## src/rtl/fetch_sequencer.sv

```systemverilog
// fetch_sequencer: sequences instruction fetches against a multi-cycle instruction memory.
//   clk         - system clock, rising edge
//   rst         - asynchronous active-low reset
//   branchTaken - EXE branch resolved taken this cycle
//   hazard      - hazard unit requests IF/ID hold
//   mem_stall   - MEM stage stall, freezes the whole pipeline
//   imem_ready  - one-cycle pulse, instruction word valid on memory output
//   freeze      - 1 holds the PC, 0 lets it load PC+4 or the branch target
//   flush       - clears IF/ID and ID/EXE
//   imem_req    - one-cycle pulse, memory latches the PC at this edge
//   if_valid    - fetched word is captured into IF/ID this cycle
//   imem_err    - sticky watchdog-expiry flag
//   stall_count - saturating count of frozen cycles since reset
module fetch_sequencer #(
    parameter int BOOT_CYCLES = 4,
    parameter int TIMEOUT     = 64,
    parameter int CNT_W       = 16
) (
    input  logic             clk,
    input  logic             rst,
    input  logic             branchTaken,
    input  logic             hazard,
    input  logic             mem_stall,
    input  logic             imem_ready,
    output logic             freeze,
    output logic             flush,
    output logic             imem_req,
    output logic             if_valid,
    output logic             imem_err,
    output logic [CNT_W-1:0] stall_count
);
    localparam int BW = $clog2(BOOT_CYCLES + 1);
    localparam int WW = $clog2(TIMEOUT + 1);

    typedef enum logic [2:0] {BOOT, ISSUE, WAIT, DISCARD, HOLD} state_t;

    state_t          state, nextState;
    logic [BW-1:0]   bootCnt;
    logic [WW-1:0]   wdCnt;
    logic            br, wdDone, timedOut;

    // A stalled EXE stage re-presents its branch, so it only counts once MEM lets go.
    assign br       = branchTaken & ~mem_stall;
    assign flush    = br && state != BOOT;
    assign imem_req = state == ISSUE;
    assign wdDone   = wdCnt == WW'(TIMEOUT - 1);

    // Outputs depend on this cycle's inputs so a branch redirects the PC immediately.
    always_comb begin
        nextState = state;
        freeze    = 1'b1;
        if_valid  = 1'b0;
        timedOut  = 1'b0;
        case (state)
            BOOT: nextState = bootCnt == BW'(BOOT_CYCLES - 1) ? ISSUE : BOOT;
            ISSUE: begin
                // A branch here means the request just issued used the old PC.
                freeze    = ~br;
                nextState = br ? DISCARD : WAIT;
            end
            WAIT: begin
                if (br) begin
                    freeze    = 1'b0;
                    nextState = imem_ready ? ISSUE : DISCARD;
                end else if (imem_ready) begin
                    if (hazard | mem_stall) nextState = HOLD;
                    else begin
                        if_valid  = 1'b1;
                        freeze    = 1'b0;
                        nextState = ISSUE;
                    end
                end else if (wdDone) begin
                    timedOut  = 1'b1;
                    nextState = ISSUE;
                end
            end
            DISCARD: begin
                freeze = ~br;
                if (imem_ready) nextState = ISSUE;
                else if (wdDone) begin
                    timedOut  = 1'b1;
                    nextState = ISSUE;
                end
            end
            HOLD: begin
                // The memory keeps the word stable until the next request, so it can wait here.
                if (br) begin
                    freeze    = 1'b0;
                    nextState = ISSUE;
                end else if (!(hazard | mem_stall)) begin
                    if_valid  = 1'b1;
                    freeze    = 1'b0;
                    nextState = ISSUE;
                end
            end
            default: nextState = BOOT;
        endcase
    end

    always_ff @(posedge clk or negedge rst) begin
        if (!rst) begin
            state       <= BOOT;
            bootCnt     <= '0;
            wdCnt       <= '0;
            imem_err    <= 1'b0;
            stall_count <= '0;
        end else begin
            state   <= nextState;
            bootCnt <= state == BOOT ? bootCnt + 1'b1 : bootCnt;
            // Restarts on every state change, so it measures time spent in the current state.
            wdCnt   <= nextState != state ? '0 : wdCnt + 1'b1;
            if (timedOut) imem_err <= 1'b1;
            if (state != BOOT && freeze && stall_count != '1) stall_count <= stall_count + 1'b1;
        end
    end
endmodule

```

## config.mk

```make
export PLATFORM = sky130hd
export DESIGN_NAME = fetch_sequencer
export DESIGN_NICKNAME = d
export VERILOG_FILES = /design/src/rtl/fetch_sequencer.sv
export SDC_FILE = /design/constraint.sdc
export NUM_CORES = 1
export LEC_CHECK = 0
export CAP_MARGIN = 20
export CORE_UTILIZATION = 55
export CTS_CLUSTER_DIAMETER = 40
export DETAILED_ROUTE_END_ITERATION = 8
export GPL_ROUTABILITY_DRIVEN = 0
export PLACE_DENSITY_LB_ADDON = 0.15
export SLEW_MARGIN = 20
export SYNTH_ARGS = -nofsm -noshare
export SYNTH_HDL_FRONTEND = slang
export SYNTH_SLANG_ARGS = --single-unit
```

## constraint.sdc

```tcl
create_clock -name clk -period 4.8 [get_ports clk]
set_clock_uncertainty 0.15 [all_clocks]
set_input_delay 1.44 -clock clk [delete_from_list [all_inputs] [get_ports clk]]
set_output_delay 1.44 -clock clk [all_outputs]
set_load 0.005 [all_outputs]
```

==> results.toml <==
[outcome]
outcome = "complete, no violations"

[power]
max-vdd-ir-drop_uv = 359.0
p_leak_nw = 0.8449
p_per_area_nw_per_um2 = 458.6

[yosys]
synth_top_area_share_pct = 47.02
synth.most_common_cell = "dfrtp_1"
yosys-top-cells-area = "dfrtp_1 47%, xnor2_1 6.6%, xor2_1 3.8%"
synth_flop_cell = "dfrtp_1"
synth_area_leader_cell = "dfrtp_1"
ys_async_sr_fraction_pct = 100.0
seq_area_frac_synth_pct = 47.02
syn_inst = 154
synth-warning-count = 0
synth_edf_count = 0
netlist_top_cells_count = "30 x dfrtp_1, 15 x nor2_1, 12 x nand3_1, 12 x xnor2_1, 10 x nand2_1"
ys_ff_latch = 30
synthesis.area_um2 = 1597
synth_cell_types = 42
avgSynthCellArea_um2 = 10.37
synth_fp_nets = 164

[critical_path]
critPathRequiredTime_ns = 3.21
worstReg2RegStart = "state[2]"
critPathLaunchType = "primary input"
cp.arrival_ns = 3.04
r2r_end = "stall_count[8]"
ff2ff_setup_slack_ns = 2.66
r2r_cells = 5
setup.worst_path.end_class = "output port"
path_class = "in2out"
worstPathMaxFanout = 5
cp-startpoint = "imem_ready"

[route]
vias = 1285
wl_per_cell_um = 14.40
firstDrtPassIters = 4
ant_nets = 0
drc = 0
drt_iter0_drc = 42
dr_wl_met2_um = 1410
met1_length_um = 1419
dr_wl_met3_um = 185
via_per_inst = 5.922
top_layer = "met4"
wl_um = 3125

[cells_and_area]
regArea_um2 = 750.7
drive_above_1_share_pct = 9.140
final_core_util_pct = 70.64
n_antenna_cell = 0
area_growth_pct = 22.02
nets = 195
n_fill_cell = 206
multiInputGateArea_um2 = 819.5

[grt]
grt_max_degree = 31
grt_pass1_wl_um = 5506
antenna_found_initial = 0
grt-ovfl-total = 0
grt_usage_pct = 23.50
grt_pass1_vias = 1263

[sta]
worstMarginPinSlew_ns = 0.4875
clock.fmax_mhz = 216.1
timing.hold.ws_ns = 0.3261
fin_setup_tns_ns = 0
finalCritPeriodShare_pct = 96.41
rsz0062_at_grt = "no"
layout_min_cycle_time_ns = 4.628
finalHoldViolations = 0
relSlewSlack_pct = 67.44
setup_viol = 0
final-max-slew-violation-count = 0

[clock_tree]
cts-root-buf = "clkbuf_4"
h-tree-depth = 2
cts_tree = "yes"
insertion_delay_ns = 0.33
cts_sinks = 30
clk_path_buf_depth = 2
ctsHoldBuffers = 0
post_cts_buffers = 0
cts-resized-gates = 0
cts.clk_slew.worst_paths_ns = 0.09
cts_buffers = 5

[die]
die-area_um2 = 3122
core_um2 = 2758
die_w_um = 55.88
rows = 19
ios = 27
start_util_pct = 57.89
fp.dieH_um = 55.88

[place]
hpwl_um = 2223
portBuffers = 26

[run]
cap_violations = 0

[worst_hold_path]
min_path_type = "reg2reg"
min_to = "imem_err"
hp-start = "imem_err"
min_delay_path_depth = 1
-- worst max path at each step --
stage	slack (ns)	endpoint	cells after the start
floorplan	1.31	if_valid	4
global placement	0.22	if_valid	6
detailed placement	0.18	if_valid	6
CTS	0.18	if_valid	6
global route	0.007	if_valid	6
finish	0.17	if_valid	6
-- cell families after synthesis --
group / Yosys count / share of synthesized area, %
xor+xnor: 19 / 10.42
fa+ha+maj: 4 / 3.135
flops: 30 / 47.02
buf+inv: 6 / 1.645
compound gates: 23 / 12.38
simple gates: 69 / 23.12
mux: 3 / 2.272
-- power breakdown --
part,switching [mW],internal (mW)
registers,0.0818,0.313
clock network,0.0870,0.0709
logic,0.157,0.184
-- cells in the final DEF, fill, tap and decap left out, types with 2 or more instances in the layout --
master            n
a21o_1            2
a21oi_1           5
and2_0            2
and2_1            2
and3_1            7
and4_1            3
clkbuf_4          5
clkdlybuf4s50_1  26
dfrtp_1          30
ha_1              4
inv_1             3
nand2_1          10
nand2b_1          3
nand3_1          12
nand4_1           4
nor2_1           15
nor2b_1           3
nor3_1            2
o21ai_0           4
xnor2_1          12
xor2_1            7
-- through the flow --
step	area, µm²	power, mW	setup slack (ns)	instances
floorplan	1597	0.6038	1.314	154
global placement	1888	0.7227	0.2163	209
detailed placement	1888	0.7399	0.1834	209
CTS	1948	0.9010	0.1810	217
global route	1948	0.9590	0.006612	217
finish	1948	0.8934	0.1723	217
-- critical path, cell delays in order --
cell             delay, ns
clkdlybuf4s50_1       0.55
inv_1                 0.11
nor2_1                0.11
o21ai_0               0.12
nor4_1                0.17
clkdlybuf4s50_1       0.54
-- per-layer routing --
layer | vias to the layer above | GRT usage, %
met5 | - | 0
met4 | 0 | 14.63
met3 | 11 | 7.907
met2 | 42 | 35.80
met1 | 614 | 28.82
li1 | 618 | -
-- sequential cells by signal, summed over array words and instances, names as in the netlist --
name,flops
bootCnt,3
imem_err,1
stall_count,16
state,3
wdCnt,7
-- final cells by class --
type	instances	area share [%]
clock inverter	1	0.2569
sequential	30	38.54
clock buffer	7	2.826
inverter	3	0.5780
multi-input combinational	118	42.07
tap	31	1.991
timing repair buffer	27	13.74
Note: power is estimated with default switching activity, not from simulation.
==> edit (same settings) <==
Change the parameter `BOOT_CYCLES` from 4 to 2.
--- a/src/rtl/fetch_sequencer.sv
+++ b/src/rtl/fetch_sequencer.sv
@@ -12,7 +12,7 @@
 //   imem_err    - sticky watchdog-expiry flag
 //   stall_count - saturating count of frozen cycles since reset
 module fetch_sequencer #(
-    parameter int BOOT_CYCLES = 4,
+    parameter int BOOT_CYCLES = 2,
     parameter int TIMEOUT     = 64,
     parameter int CNT_W       = 16
 ) (
Behaviour: not the same (Yosys sat finds a counterexample within 4 cycles, from zero or initial values and one cycle with rst low).
==> edit against the original RTL <==
- power about the same
- setup slack got worse by 0.062 ns
- global-route usage rose by 0.92 points
- sequential cell count shrank 1
- wire length increased by 8.5%
- synthesized area grew 1.0%
- critical path depth increased by 1
- cell area rose by 3.0%
- critical path type unchanged
- critical endpoint unchanged
==> edit: results (changes against the original RTL) <==
* Worst reg2reg path depth at 5 (unchanged)
* Lkg Pwr at 0.878 nW (was 0.845 nW)
* Synth top area cells: dfrtp_1 45%, xor2_1 7.6%, nor2_1 5.6%, nand3_1 3.1%, nor4_1 3.1% (was dfrtp_1 47%, xnor2_1 6.6%, xor2_1 3.8%, nand3_1 3.8%, nor2_1 3.5%)
* TritonCTS buffer count at 5 (unchanged)
* Compound-Gate Fraction of Synth Area at 8.07% (was 12.4%)
* First-pass GRT wire length at 5920 um (was 5510 um)
* Syn Area/Cell at 9.49 um^2 (was 10.4 um^2)
* Root Buffer: clkbuf_4 (unchanged)
* Synth Area in Adders at 2.33% (was 3.13%)
* Dpl hpwl at 2380 um (was 2220 um)
* Max FO, Critical Path at 7 (was 5)
* DR iter-0 viols at 57 (was 42)
* Pre-CTS WS at -0.106 ns (was 0.183 ns)
* CTS clk-pin slew, worst paths at ~0.10 ns
* VDD IR max at 0.000496 V (was 0.000359 V)
* Gr usage total at 24.4% (was 23.5%)
* Worst r2r dst: stall_count[14]$_DFFE_PN0P_ (was stall_count[8]$_DFFE_PN0P_)
* Share of layout cells above drive strength 1 at 11.8% (was 9.14%)
* Reg2reg setup slack at 2.72 ns (was 2.66 ns)
* Vias in the first global route at 1377 (was 1263)
* Worst Hold Path EP: wdCnt[0]$_DFF_PN0_ (was imem_err$_DFFE_PN0P_)
* CP arrival at 3.10 ns (was 3.04 ns)
* Clock H-tree levels at 2 (unchanged)
* Drt total wl at 3390 um (was 3130 um)
* # nets final at 211 (was 195)
* Placed Cells at 226 (was 209)
* Drt first pass iters at 4 (unchanged)
* Fin Hold WS at 0.313 ns (was 0.326 ns)
* XOR/XNOR share of the synthesized area at 9.78% (was 10.4%)
* N_diodes at 0 (unchanged)
* Initial antenna violation count at 0 (unchanged)
* Wire per inst at 14.5 um (was 14.4 um)
* Startpoint of the worst register-to-register path: state[1]$_DFF_PN0_ (was state[2]$_DFF_PN0_)
* Synth Net Count at 179 (was 164)
* Largest net degree at the start of global routing at 30 (was 31)
* Top flop regs: stall_count x16, wdCnt x7, state x3 (was stall_count x16, wdCnt x7)
* FFs w/ async S/R, synth at 100% (unchanged)
* Max incr delay on CP at 0.54 ns
* Slew headroom at 65.7% (was 67.4%)
* Synth top area share at 45.0% (was 47.0%)
* Register area share after synthesis at 45.0% (was 47.0%)
* Slowest-stage cell, CP: clkdlybuf4s50_1 (unchanged)
* Synth top cells by count: 29 x dfrtp_1, 24 x nor2_1, 14 x xor2_1, 12 x nand2_1, 10 x nand3_1 (was 30 x dfrtp_1, 15 x nor2_1, 12 x nand3_1, 12 x xnor2_1, 10 x nand2_1)
* Via/cell ratio at 5.84 (was 5.92)
* Cell variety after synth at 43 (was 42)
* Hold Crit Start: wdCnt[0]$_DFF_PN0_ (was imem_err$_DFFE_PN0P_)
* Mux contribution to synthesized area at 4.11% (was 2.27%)
* Status: finished clean (unchanged)
==> edit: stage by stage <==
stage	TNS [ns]	instance area (um^2)	power [W]	util, %
floorplan	0	1610	0.000583	-
detailed placement	-0.106	1920	0.000716	69.5
global placement	0	1920	0.000697	69.5
finish	0	2010	0.000893	72.7
CTS	0	2000	0.000894	72.4
global route	0	2010	0.000956	72.7
==> edit: final cells by class <==
type | count | area, um^2
clock inverters | 1 | 5.00
multi-input cells | 129 | 853
well taps | 31 | 38.8
inverters | 7 | 26.3
clock buffers | 7 | 65.1
flip-flops and latches | 29 | 726
fillers | 219 | 752
repair buffers | 30 | 292
==> edit: how the worst max path moves through the flow <==
stage | slack, ns | endpoint | from
finish | 0.11 | if_valid | imem_ready
global route | 0.01 | if_valid | imem_ready
CTS | 0.02 | freeze | imem_ready
detailed placement | -0.11 | freeze | hazard
global placement | 0.07 | freeze | imem_ready
floorplan | 0.97 | freeze | hazard
==> edit: power breakdown <==
part | switching (W) | total, W | internal [W]
sequential | 0.0000830 | 0.000381 | 0.000298
combinational | 0.000168 | 0.000339 | 0.000171
clock | 0.0000889 | 0.000174 | 0.0000848
total | 0.000340 | 0.000893 | 0.000553
==> edit: kinds of logic after synthesis <==
kind of cell	count (synthesis)
xor gates and xnor gates	18
DFF	29
and+or+nand+nor	82
adders and majority gates	3
buffers and inverters	12
AOI/OAI and AO/OA	20
muxes	6
==> edit: per-layer routing <==
| layer | track usage (%) | vias up | part of all wire, % |
|---|---|---|---|
| li1 | - | 656 | - |
| met3 | 8.37 | 8 | 5.8 |
| met1 | 29.8 | 652 | 44 |
| met5 | 0 | - | 0 |
| met2 | 37.4 | 50 | 49 |
| met4 | 14.3 | 0 | 2.0 |
==> edit: worst max-delay path, delay by kind of cell <==
family / cells / cell delay [ns]
buffers and inverters: 3 / 1.18
and+or+nand+nor: 3 / 0.32
muxes: 1 / 0.15
==> edit: timing repair <==
| action | CTS | global route |
|---|---|---|
| gates cloned | 0 | 0 |
| pin swaps | 2 | 1 |
| resized for setup | 4 | 3 |
| hold buffers | 0 | 0 |
| endpoints found under the setup margin | 1 | 1 |
